<file path="src/rtl/debouncer_array.sv">
// debouncer_array: per-channel button synchroniser, tick-sampled debounce filter,
// press/release strobes and auto-repeat, sharing one sample-tick divider.
module debouncer_array #(
   parameter int CHANNELS     = 4,
   parameter int TICK_DIV     = 1000000,
   parameter int STABLE_TICKS = 3,
   parameter int REPEAT_DELAY = 50,
   parameter int REPEAT_RATE  = 10,
   parameter bit ACTIVE_LOW   = 0
) (
   input  logic                i_clock,
   input  logic                i_reset_n,
   input  logic [CHANNELS-1:0] i_buttons,
   output logic [CHANNELS-1:0] o_level,
   output logic [CHANNELS-1:0] o_press,
   output logic [CHANNELS-1:0] o_release,
   output logic [CHANNELS-1:0] o_repeat
);
   localparam int CW   = $clog2(TICK_DIV);
   localparam int SW   = $clog2(STABLE_TICKS + 1);
   localparam int RMAX = REPEAT_DELAY > REPEAT_RATE ? REPEAT_DELAY : REPEAT_RATE;
   localparam int RW   = $clog2(RMAX + 1);
   localparam logic [1:0] IDLE = 2'd0, DELAY = 2'd1, RPT = 2'd2;
   localparam logic [CW-1:0] TICK_LAST  = CW'(TICK_DIV - 1);
   localparam logic [SW-1:0] STAB_LAST  = SW'(STABLE_TICKS - 1);
   localparam logic [RW-1:0] DELAY_LAST = RW'(REPEAT_DELAY - 1);
   localparam logic [RW-1:0] RATE_LAST  = RW'(REPEAT_RATE - 1);

   logic [CHANNELS-1:0] meta, sync;
   logic [CW-1:0]       div;
   logic                tick;

   assign tick = div == TICK_LAST;

   always_ff @(posedge i_clock or negedge i_reset_n)
      if (!i_reset_n) begin
         meta <= '0;
         sync <= '0;
         div  <= '0;
      end else begin
         meta <= i_buttons ^ {CHANNELS{ACTIVE_LOW}};
         sync <= meta;
         div  <= tick ? '0 : div + CW'(1);
      end

   for (genvar g = 0; g < CHANNELS; g++) begin : ch
      logic [SW-1:0] stab;
      logic [RW-1:0] rep;
      logic [1:0]    state;
      logic          level, press_q, release_q, repeat_q;
      logic          settle, rise, fall, due;

      // settle marks the tick on which a pending change is finally accepted
      assign settle = tick && sync[g] != level && stab == STAB_LAST;
      assign rise   = settle && !level;
      assign fall   = settle && level;
      assign due    = tick && (state == DELAY ? rep == DELAY_LAST : state == RPT && rep == RATE_LAST);

      always_ff @(posedge i_clock or negedge i_reset_n)
         if (!i_reset_n) begin
            stab      <= '0;
            rep       <= '0;
            state     <= IDLE;
            level     <= 1'b0;
            press_q   <= 1'b0;
            release_q <= 1'b0;
            repeat_q  <= 1'b0;
         end else begin
            press_q   <= rise;
            release_q <= fall;
            repeat_q  <= due && !fall;
            if (tick) begin
               stab  <= sync[g] == level || settle ? '0 : stab + SW'(1);
               level <= level ^ settle;
               if (fall) begin
                  state <= IDLE;
                  rep   <= '0;
               end else if (rise) begin
                  state <= REPEAT_DELAY == 0 ? IDLE : DELAY;
                  rep   <= '0;
               end else if (state != IDLE) begin
                  state <= due ? RPT : state;
                  rep   <= due ? '0 : rep + RW'(1);
               end
            end
         end

      assign o_level[g]   = level;
      assign o_press[g]   = press_q;
      assign o_release[g] = release_q;
      assign o_repeat[g]  = repeat_q;
   end
endmodule

</file>
<file path="config.mk">
export PLATFORM = sky130hd
export DESIGN_NAME = debouncer_array
export DESIGN_NICKNAME = d
export VERILOG_FILES = /design/src/rtl/debouncer_array.sv
export SDC_FILE = /design/constraint.sdc
export NUM_CORES = 1
export LEC_CHECK = 0
export BUFFER_PORTS_ARGS = -buffer_cell sky130_fd_sc_hd__buf_2
export CORE_ASPECT_RATIO = 0.8
export CORE_MARGIN = 1.5
export CORE_UTILIZATION = 25
export CTS_BUF_LIST = sky130_fd_sc_hd__clkbuf_4 sky130_fd_sc_hd__clkbuf_8
export DETAILED_ROUTE_END_ITERATION = 16
export PLACE_DENSITY_LB_ADDON = 0.05
export SLEW_MARGIN = 20
export SYNTH_ARGS = -nofsm -noshare
export SYNTH_HDL_FRONTEND = slang
export SYNTH_SLANG_ARGS = --single-unit
</file>
<file path="constraint.sdc">
create_clock -name i_clock -period 3.6 [get_ports i_clock]
set_input_delay 0.72 -clock i_clock [delete_from_list [all_inputs] [get_ports i_clock]]
set_output_delay 0.72 -clock i_clock [all_outputs]
set_load 0.1 [all_outputs]
</file>
==> run_results.csv, run 1 <==
group,metric,value,unit
critical_path,crit_family,"simple AND/OR/NAND/NOR gates",
yosys,synth_edf_count,0,
power,power_leakage,2.048,nW
sta,fin_crit,2.946,ns
yosys,ys_ff_latch,84,
finish,fillers,1791,
global_routing,grt_pass1_wl,17.57,mm
finish,finalNetCount,442,
yosys,yosys_warnings,0,
min_path,min_path_type,"input port to async pin",
critical_path,critPathArrivalTime,3.23,ns
drt,routed_via_density,4.837,
drt,antenna_left,0,
drt,num_vias,3120,
sta,setup_viol,0,
clock_tree,cts_root_buffer,"clkbuf_8",
global_routing,grt_max_degree,49,
floorplan,start_util,0.2555,
critical_path,cp-end-kind,"register",
global_routing,overflow,0,
clock_tree,htreeDepth,3,
yosys,seq_area_frac_synth,0.4750,
critical_path,crit_type,"register to register",
clock_tree,cts_tree,"done",
sta,slew_headroom,0.3699,
floorplan,die_area,0.01851,sq mm
critical_path,crit_chain,"ha_1 -> nand4_1 -> or2_1 -> nor3b_2 -> ha_1 -> nor4_1 -> nand4b_1 -> a311oi_1 -> o22ai_1",
yosys,synth_cells,405,
clock_tree,clkTransAtPathRegs,0.09,ns
floorplan,fp.dieH,122,um
finish,syn2layout_area_growth,10.63,%
yosys,syn_nets,432,
critical_path,cp.required,3.88,ns
floorplan,die_w,151.8,um
outcome,status,"finished clean",
sta,setup_tns,0,ns
clock_tree,cts_buffer_depth,2,
floorplan,rows,43,
sta,fin_crit_sh,0.8183,
clock_tree,post_cts_buffers,0,
yosys,synthesis.area,0.004425,sq mm
power,power.total,1.733,mW
yosys,yosys.area.top_type,"dfrtp_1",
critical_path,cpMostUsedCell,"ha_1",
finish,antenna_cells,0,
yosys,synth_top_flop_cell,"dfrtp_1",
critical_path,crit_buf_inv,0,
clock_tree,cts.sink_count,84,
drt,drc_errors,0,
place,gp_congestion,0.7264,
yosys,synth_top_area_share,0.4750,
power,p_per_area,354.0,mW/mm^2
sta,rsz0062_at_grt,"no",
flow_run,drv_cap,0,
yosys,avgSynthCellArea,10.93,sq um
yosys,async_flop_share,1.000,
sta,drv_slew,0,
sta,fmax,339.5,MHz
critical_path,cp_max_fo,7,
finish,drive_above_1_share,0.1738,
yosys,synthTopCellsByArea,"dfrtp_1, ha_1, o21ai_0",
sta,fin_skew,0.01038,ns
drt,routed_wl,10.45,mm
yosys,synth_common_cells,"dfrtp_1, o21ai_0, inv_1, ha_1, nand2_1",
place,io_buffers,21,
yosys,synth.most_common_cell,"dfrtp_1",
critical_path,slowest_delay,0.78,ns
drt,drtIter0Drc,185,
sta,worst_pin_slew,0.9365,ns
clock_tree,cts_buffers,9,
sta,final_hold_viol_count,0,
global_routing,grt_pass1_vias,3108,
drt,dr.pass1.iters,4,
power,ir_worst_vdd,0.0001620,V
clock_tree,worstSkewPairLatency,0.37,ns
floorplan,core,0.01732,sq mm
clock_tree,ctsResizeCount,0,
place,post-dp-hpwl,6.672,mm
floorplan,io_pins,22,
clock_tree,cts-hold-fix-buffers,0,
yosys,ys_types,51,
critical_path,startpoint_type,"register",
global_routing,grt.total_usage,0.1246,
critical_path,reg2reg_setup_slack,0.65,ns
global_routing,antenna_found_initial,0,
drt,wl_per_cell,16.19,um
critical_path,cp_slowest_cell,"nor4_1",
==> stage by stage <==
step	util	setup WS (ns)	cell area [sq um]	hold WS, ns	std cells
after floorplan	-	0.7157	4425	0.3312	405
after global placement	0.2702	0.6462	4681	0.3325	629
after detailed placement	0.2702	0.6346	4681	0.3365	629
after CTS	0.2826	0.6296	4896	0.3596	645
after global routing	0.2826	0.3696	4896	0.3662	645
final	0.2826	0.6543	4896	0.3553	645
==> worst register-to-register path: cells and delay by family, from the launching register on <==
family	cells	cell delay [ns]
fa+ha+maj	2	0.50
compound gates	2	0.30
flops	1	0.43
simple gates	5	1.63
==> registers in the layout (all words and copies together) (netlist names) <==
register,cells
ch.level,4
ch.press_q,4
ch.release_q,4
ch.rep,24
ch.repeat_q,4
ch.stab,8
ch.state,8
div,20
meta,4
sync,4
==> routing by layer <==
layer | global-route usage | vias up | part of all wire
met5 | 0 | - | 0
met4 | 0.03245 | 0 | 0.010
met3 | 0.03895 | 9 | 0.029
met2 | 0.1782 | 29 | 0.43
met1 | 0.1801 | 1558 | 0.53
li1 | - | 1524 | -
==> power by group <==
part           internal (mW)  switching, mW
Clock                  0.388          0.367
Sequential             0.947        0.00187
Combinational        0.00552         0.0234
==> logic make-up (layout without fill, tap and decap cells) <==
group           Yosys count  count (layout)  share of synthesized area
simple gates            132             132                     0.1956
buf+inv                  54              69                    0.06333
flops                    84              84                     0.4750
mux                       5               5                    0.01244
xor+xnor                 17              17                    0.03364
fa+ha+maj                21              21                    0.05937
compound gates           92              92                     0.1606
==> placed cells by master, fill, tap and decap left out, types with 5 or more instances in the layout <==
| master | instances |
|---|---|
| o22ai_1 | 7 |
| nand2_1 | 18 |
| nor4_1 | 6 |
| buf_2 | 20 |
| or3_1 | 7 |
| inv_1 | 25 |
| o31ai_1 | 13 |
| o41ai_2 | 8 |
| o221ai_1 | 10 |
| nand2b_1 | 9 |
| nor3_1 | 9 |
| nor2_1 | 13 |
| buf_4 | 8 |
| nand3_1 | 12 |
| ha_1 | 21 |
| nand4_1 | 9 |
| clkbuf_8 | 9 |
| a311oi_1 | 7 |
| dfrtp_1 | 84 |
| xor2_1 | 5 |
| xnor2_1 | 12 |
| o21ai_0 | 26 |
==> path summary, 6_finish.rpt <==
check / startpoint / to / cells after the start
min in group i_clock: meta[3]$_DFF_PN0_ / sync[3]$_DFF_PN0_ / 0
min reg2reg: meta[3]$_DFF_PN0_ / sync[3]$_DFF_PN0_ / 0
max reg2reg: div[0]$_DFF_PN0_ / ch[1].rep[3]$_DFFE_PN0P_ / 9
max: div[0]$_DFF_PN0_ / ch[1].rep[3]$_DFFE_PN0P_ / 9
min: i_reset_n / div[9]$_DFF_PN0_ / 1
max in group asynchronous: i_reset_n / ch[1].press_q$_DFF_PN0_ / 2
==> area by class of cell <==
cell class	count	area (sq um)	share of cell area
multi-input combinational	267	2043	0.4173
clock inverter	7	91.34	0.01866
timing repair buffer	28	160.2	0.03271
sequential	84	2102	0.4293
inverter	25	93.84	0.01917
clock buffer	9	123.9	0.02530
tap	225	281.5	0.05750
No activity file was read; power rests on OpenSTA's default activity.
==> inputs of run 2 (changes only) <==
Clock period 3.6 ns to 2.42 ns, I/O delays scaled along.
==> run_results.csv, run 2 (same netlist as run 1, synthesis figures left out) <==
group,metric,value,unit
outcome,status,"finished with violations",
outcome,violations,"negative setup slack",
critical_path,cp-end-kind,"register",
floorplan,io_pins,22,
clock_tree,cts_root_buffer,"clkbuf_8",
sta,final_hold_viol_count,0,
sta,fmax,396.9,MHz
place,io_buffers,21,
global_routing,overflow,0,
floorplan,die_area,0.01851,sq mm
critical_path,cp-startpoint,"div[15]$_DFF_PN0_",
critical_path,crit_type,"register to register",
clock_tree,worstSkewPairLatency,0.37,ns
flow_run,drv_cap,0,
global_routing,grt.total_usage,0.1316,
sta,setup_viol,9,
drt,dr.pass1.iters,4,
global_routing,grt_pass1_wl,18.50,mm
power,power.total,2.481,mW
finish,layout_commonest_cell,"dfrtp_1",
critical_path,crit_chain,"nor4_4 -> nand4_4 -> or2_4 -> nor3b_4 -> ha_2 -> nor4_2 -> nand4b_1 -> or3_1 -> o221ai_2",
finish,fillers,1788,
drt,wl_per_cell,15.85,um
sta,drv_slew,0,
finish,top_register,"ch.rep",
global_routing,antenna_found_initial,0,
drt,drc_errors,0,
critical_path,critPathArrivalTime,2.82,ns
clock_tree,cts_buffer_depth,2,
sta,fin_crit_sh,1.041,
critical_path,cp.required,2.72,ns
place,gp_congestion,0.7463,
sta,fin_skew,0.006635,ns
power,p_per_area,449.9,mW/mm^2
power,ir_worst_vdd,0.0002582,V
place,post-dp-hpwl,7.276,mm
critical_path,cp_max_fo,5,
global_routing,grt_max_degree,47,
global_routing,grt_pass1_vias,3362,
finish,fin_area,0.005514,sq mm
floorplan,start_util,0.2555,
finish,mostFrequentLayoutCells,"dfrtp_1, buf_4, o21ai_0, inv_1, buf_2",
sta,worst_pin_slew,0.9769,ns
finish,antenna_cells,0,
critical_path,slowest_delay,0.42,ns
clock_tree,cts-hold-fix-buffers,0,
finish,postLayoutCoreUtil,0.3183,
sta,finalWorstSetupSlack,-0.09944,ns
floorplan,fp.dieH,122,um
clock_tree,cts_buffers,9,
critical_path,startpoint_type,"register",
place,dpl_cell_area,0.005139,sq mm
critical_path,reg2reg_setup_slack,-0.1,ns
drt,routed_wl,11.05,mm
clock_tree,clkTransAtPathRegs,0.09,ns
sta,slew_headroom,0.3481,
critical_path,cp_slowest_cell,"dfrtp_2",
power,power_leakage,2.402,nW
floorplan,core,0.01732,sq mm
finish,syn2layout_area_growth,24.60,%
drt,num_vias,3316,
floorplan,die_w,151.8,um
min_path,min_path_type,"input port to async pin",
finish,finalNetCount,495,
critical_path,r2r_start,"div[15]$_DFF_PN0_",
sta,fin_crit,2.519,ns
clock_tree,htreeDepth,3,
clock_tree,cts.sink_count,84,
finish,largest_reg_flops,24,
clock_tree,cts_tree,"done",
floorplan,rows,43,
sta,hold-worst-slack,0.09343,ns
sta,rsz0062_at_grt,"yes",
drt,antenna_left,0,
finish,reg_top3,"ch.rep: 24 flops, div: 20 flops",
drt,drtIter0Drc,160,
drt,routed_via_density,4.758,
finish,drive_above_1_share,0.3411,
## run 2: cell types whose count changed in the layout (fill, tap and decap cells not counted), sizes merged
cell      delta
clkbuf       +1
buf         +52
clkinvlp     -1
bufinv       -1
or2          +1
## run 2: path summary, 6_finish.rpt
| path | end | cells past startpoint |
|---|---|---|
| setup / recovery | ch[1].rep[5]$_DFFE_PN0P_ | 9 |
| min in group i_clock | meta[1]$_DFF_PN0_ | 1 |
| hold reg to reg | sync[3]$_DFF_PN0_ | 0 |
| setup reg to reg | ch[1].rep[5]$_DFFE_PN0P_ | 9 |
| max in group asynchronous | ch[0].level$_DFFE_PN0N_ | 2 |
| hold / removal | ch[2].rep[2]$_DFFE_PN0P_ | 1 |
## run 2: report_power, final
group	leakage [nW]	internal, mW	switching (mW)
combinational	1.16	0.0147	0.0380
sequential	1.14	1.41	0.00279
clock	0.0993	0.480	0.537
total	2.40	1.90	0.577
## run 2: area by class of cell
cell class                      count  area, sq um  area share
Clock buffer                       10        131.4     0.02383
Clock inverter                      5        53.80    0.009757
Inverter                           25        93.84     0.01702
Multi-Input combinational cell    268         2272      0.4121
Sequential cell                    84         2103      0.3814
Tap cell                          225        281.5     0.05106
Timing Repair Buffer               80        578.1      0.1048
## run 2: per-stage QoR
stage	cells	setup slack, ns	TNS, ns
after floorplan	405	-0.3022	-3.669
after global placement	675	-0.1662	-2.066
after detailed placement	675	-0.2111	-2.260
after CTS	694	-0.1571	-0.7585
after global routing	697	-0.2212	-2.302
final	697	-0.09944	-0.5495
## run 2: metal layers
metal | vias up | share of wire | global-route usage
met2 | 27 | 0.42 | 0.1824
met1 | 1643 | 0.54 | 0.1937
met4 | 0 | 0.0097 | 0.03906
met3 | 8 | 0.028 | 0.04007
met5 | - | 0 | 0
li1 | 1638 | - | -
## run 2: what timing repair did
action	CTS	global route
setup endpoints to repair	23	27
buffers inserted	5	4
pin swaps	14	17
gates cloned	1	0
gates resized for setup	12	17
## run 2: worst max-delay path: cells and delay by family, from the launching register on
kind / cells / cell delay [ns]
and+or+nand+nor: 7 / 1.67
DFF: 1 / 0.42
adders and majority gates: 1 / 0.22
AOI/OAI and AO/OA: 1 / 0.12
==> inputs of run 3 (changes only) <==
Settings changed: CORE_ASPECT_RATIO 0.8 to 0.5, GPL_ROUTABILITY_DRIVEN from default to 0.
==> run_results.csv, run 3 (same netlist as run 1, synthesis figures left out) <==
group,metric,value,unit
finish,postLayoutCoreUtil,0.3302,
global_routing,grt.total_usage,0.1339,
floorplan,start_util,0.2550,
sta,fin_crit_sh,1.082,
finish,largest_reg_flops,24,
drt,dr.pass1.iters,6,
outcome,status,"finished with violations",
sta,slew_headroom,0.3088,
clock_tree,cts_buffers,9,
clock_tree,cts-hold-fix-buffers,0,
drt,drtIter0Drc,128,
critical_path,crit_type,"register to register",
floorplan,die_w,191.2,um
power,p_int,1.839,mW
clock_tree,clkTransAtPathRegs,0.09,ns
critical_path,reg2reg_setup_slack,-0.20,ns
critical_path,slowest_delay,0.42,ns
sta,drv_slew,0,
min_path,min_path_type,"input port to async pin",
place,placed_cells,684,
global_routing,antenna_found_initial,0,
critical_path,critPathArrivalTime,2.90,ns
power,power_leakage,2.477,nW
finish,reg_top3,"ch.rep: 24 flops, div: 20 flops",
sta,fin_crit,2.619,ns
power,power.total,2.405,mW
flow_run,drv_cap,0,
finish,drive_above_1_share,0.3854,
global_routing,grt_pass1_wl,19.37,mm
place,post-dp-hpwl,7.647,mm
power,ir_worst_vdd,0.0001910,V
power,seqPwrFrac,0.588,
clock_tree,cts_buffer_depth,2,
critical_path,cp.required,2.70,ns
outcome,violations,"negative setup slack",
floorplan,core,0.01736,sq mm
sta,fin_skew,0.01375,ns
drt,routed_via_density,4.874,
place,io_buffers,21,
floorplan,die_area,0.01856,sq mm
clock_tree,cts_tree,"done",
global_routing,grt_pass1_vias,3631,
sta,finalWorstSetupSlack,-0.1994,ns
finish,layout_commonest_cell,"dfrtp_1",
power,p_sw,0.5656,mW
clock_tree,cts_root_buffer,"clkbuf_8",
finish,stdcell_count,714,
power,swShare,0.2352,
place,dpl_cell_area,0.005137,sq mm
sta,final_hold_viol_count,0,
sta,worst_pin_slew,1.036,ns
critical_path,cp-end-kind,"register",
finish,finalNetCount,502,
drt,antenna_left,0,
global_routing,overflow,0,
critical_path,cp_slowest_cell,"dfrtp_1",
finish,antenna_cells,0,
global_routing,grt_max_degree,47,
sta,setup_viol,15,
drt,num_vias,3480,
clock_tree,worstSkewPairLatency,0.37,ns
drt,routed_wl,11.65,mm
finish,regArea,0.002103,sq mm
power,p_per_area,419.5,mW/mm^2
drt,drc_errors,0,
sta,rsz0062_at_grt,"yes",
clock_tree,htreeDepth,3,
sta,setup_tns,-1.382,ns
finish,mostFrequentLayoutCells,"dfrtp_1, buf_4, inv_1, o21ai_0, buf_2",
finish,multi_input_area,0.002409,sq mm
finish,syn2layout_area_growth,29.52,%
sta,fmax,381.8,MHz
critical_path,startpoint_type,"register",
critical_path,cp_max_fo,4,
power,comb_power_share,0.022,
clock_tree,cts.sink_count,84,
floorplan,rows,34,
power,clkPwrFrac,0.390,
finish,top_register,"ch.rep",
critical_path,crit_chain,"nor4_4 -> nand4_4 -> or2_4 -> buf_6 -> nor3b_4 -> ha_2 -> or4_4 -> nand4_1 -> or3_1 -> o221ai_2",
floorplan,fp.dieH,97.08,um
finish,fin_area,0.005732,sq mm
finish,fillers,1786,
drt,wl_per_cell,16.31,um
floorplan,io_pins,22,
==> run 3: changes by cell type in the layout (fill, tap and decap cells not counted), moves of 2 or more <==
cell / change
nor4_2: -2
a311oi_2: +6
a211oi_1: -2
a311oi_1: -6
nor4_4: +2
buf_6: +7
a211oi_2: +2
nand4bb_4: +2
nand4bb_1: -2
clkbuf_4: +3
==> run 3: worst max-delay path: cells and delay by family, from the launching register on <==
family / cells / cell delay [ns]
AOI/OAI and AO/OA: 1 / 0.15
adders and majority gates: 1 / 0.22
DFF: 1 / 0.42
and+or+nand+nor: 7 / 1.61
buffers and inverters: 1 / 0.14
==> run 3: cell type report <==
| cell class | instances | share of cell area |
|---|---|---|
| clock buffer | 13 | 0.02685 |
| sequential | 84 | 0.3670 |
| clock inverter | 3 | 0.002620 |
| multi-input combinational | 267 | 0.4202 |
| inverter | 25 | 0.01637 |
| timing repair buffer | 88 | 0.1159 |
| tap | 234 | 0.05108 |
==> run 3: per-stage QoR <==
| stage | setup WS (ns) | hold slack, ns |
|---|---|---|
| after floorplan | -0.3022 | 0.1884 |
| after global placement | -0.1893 | 0.3325 |
| after detailed placement | -0.2843 | 0.3347 |
| after CTS | -0.1855 | 0.09022 |
| after global routing | -0.3246 | 0.1118 |
| final | -0.1994 | 0.09828 |
==> run 3: repair_timing <==
item                                    in CTS  in global routing
endpoints found under the setup margin      32                 31
gates resized for setup                     17                 39
setup buffers                                4                 13
pin swaps                                   22                 18
endpoints found under the hold margin        0                  0
==> run 3: worst paths after layout <==
kind | from | endpoint | cells past startpoint
hold reg to reg | meta[2]$_DFF_PN0_ | sync[2]$_DFF_PN0_ | 0
setup / recovery | div[11]$_DFF_PN0_ | ch[0].rep[5]$_DFFE_PN0P_ | 10
setup reg to reg | div[11]$_DFF_PN0_ | ch[0].rep[5]$_DFFE_PN0P_ | 10
max in group asynchronous | i_reset_n | div[9]$_DFF_PN0_ | 2
min in group i_clock | i_buttons[3] | meta[3]$_DFF_PN0_ | 1
hold / removal | i_reset_n | meta[0]$_DFF_PN0_ | 1
==> run 3: power by group through the flow <==
stage	registers (mW)	clock network, mW	logic, mW
floorplan	1.44	0	0.00779
global placement	1.44	0	0.0556
detailed placement	1.44	0	0.0568
CTS	1.41	1.00	0.0570
global route	1.41	1.06	0.0631
finish	1.41	0.939	0.0531
==> run 3: layer usage <==
metal  vias up  part of all wire  wire length [um]  track usage
met5         -                 0                 0            0
met4         0            0.0083                97      0.02704
met3         9             0.032               375      0.03900
met2        42              0.48              5616       0.2177
met1      1788              0.48              5555       0.1766
li1       1641                 -                 -            -
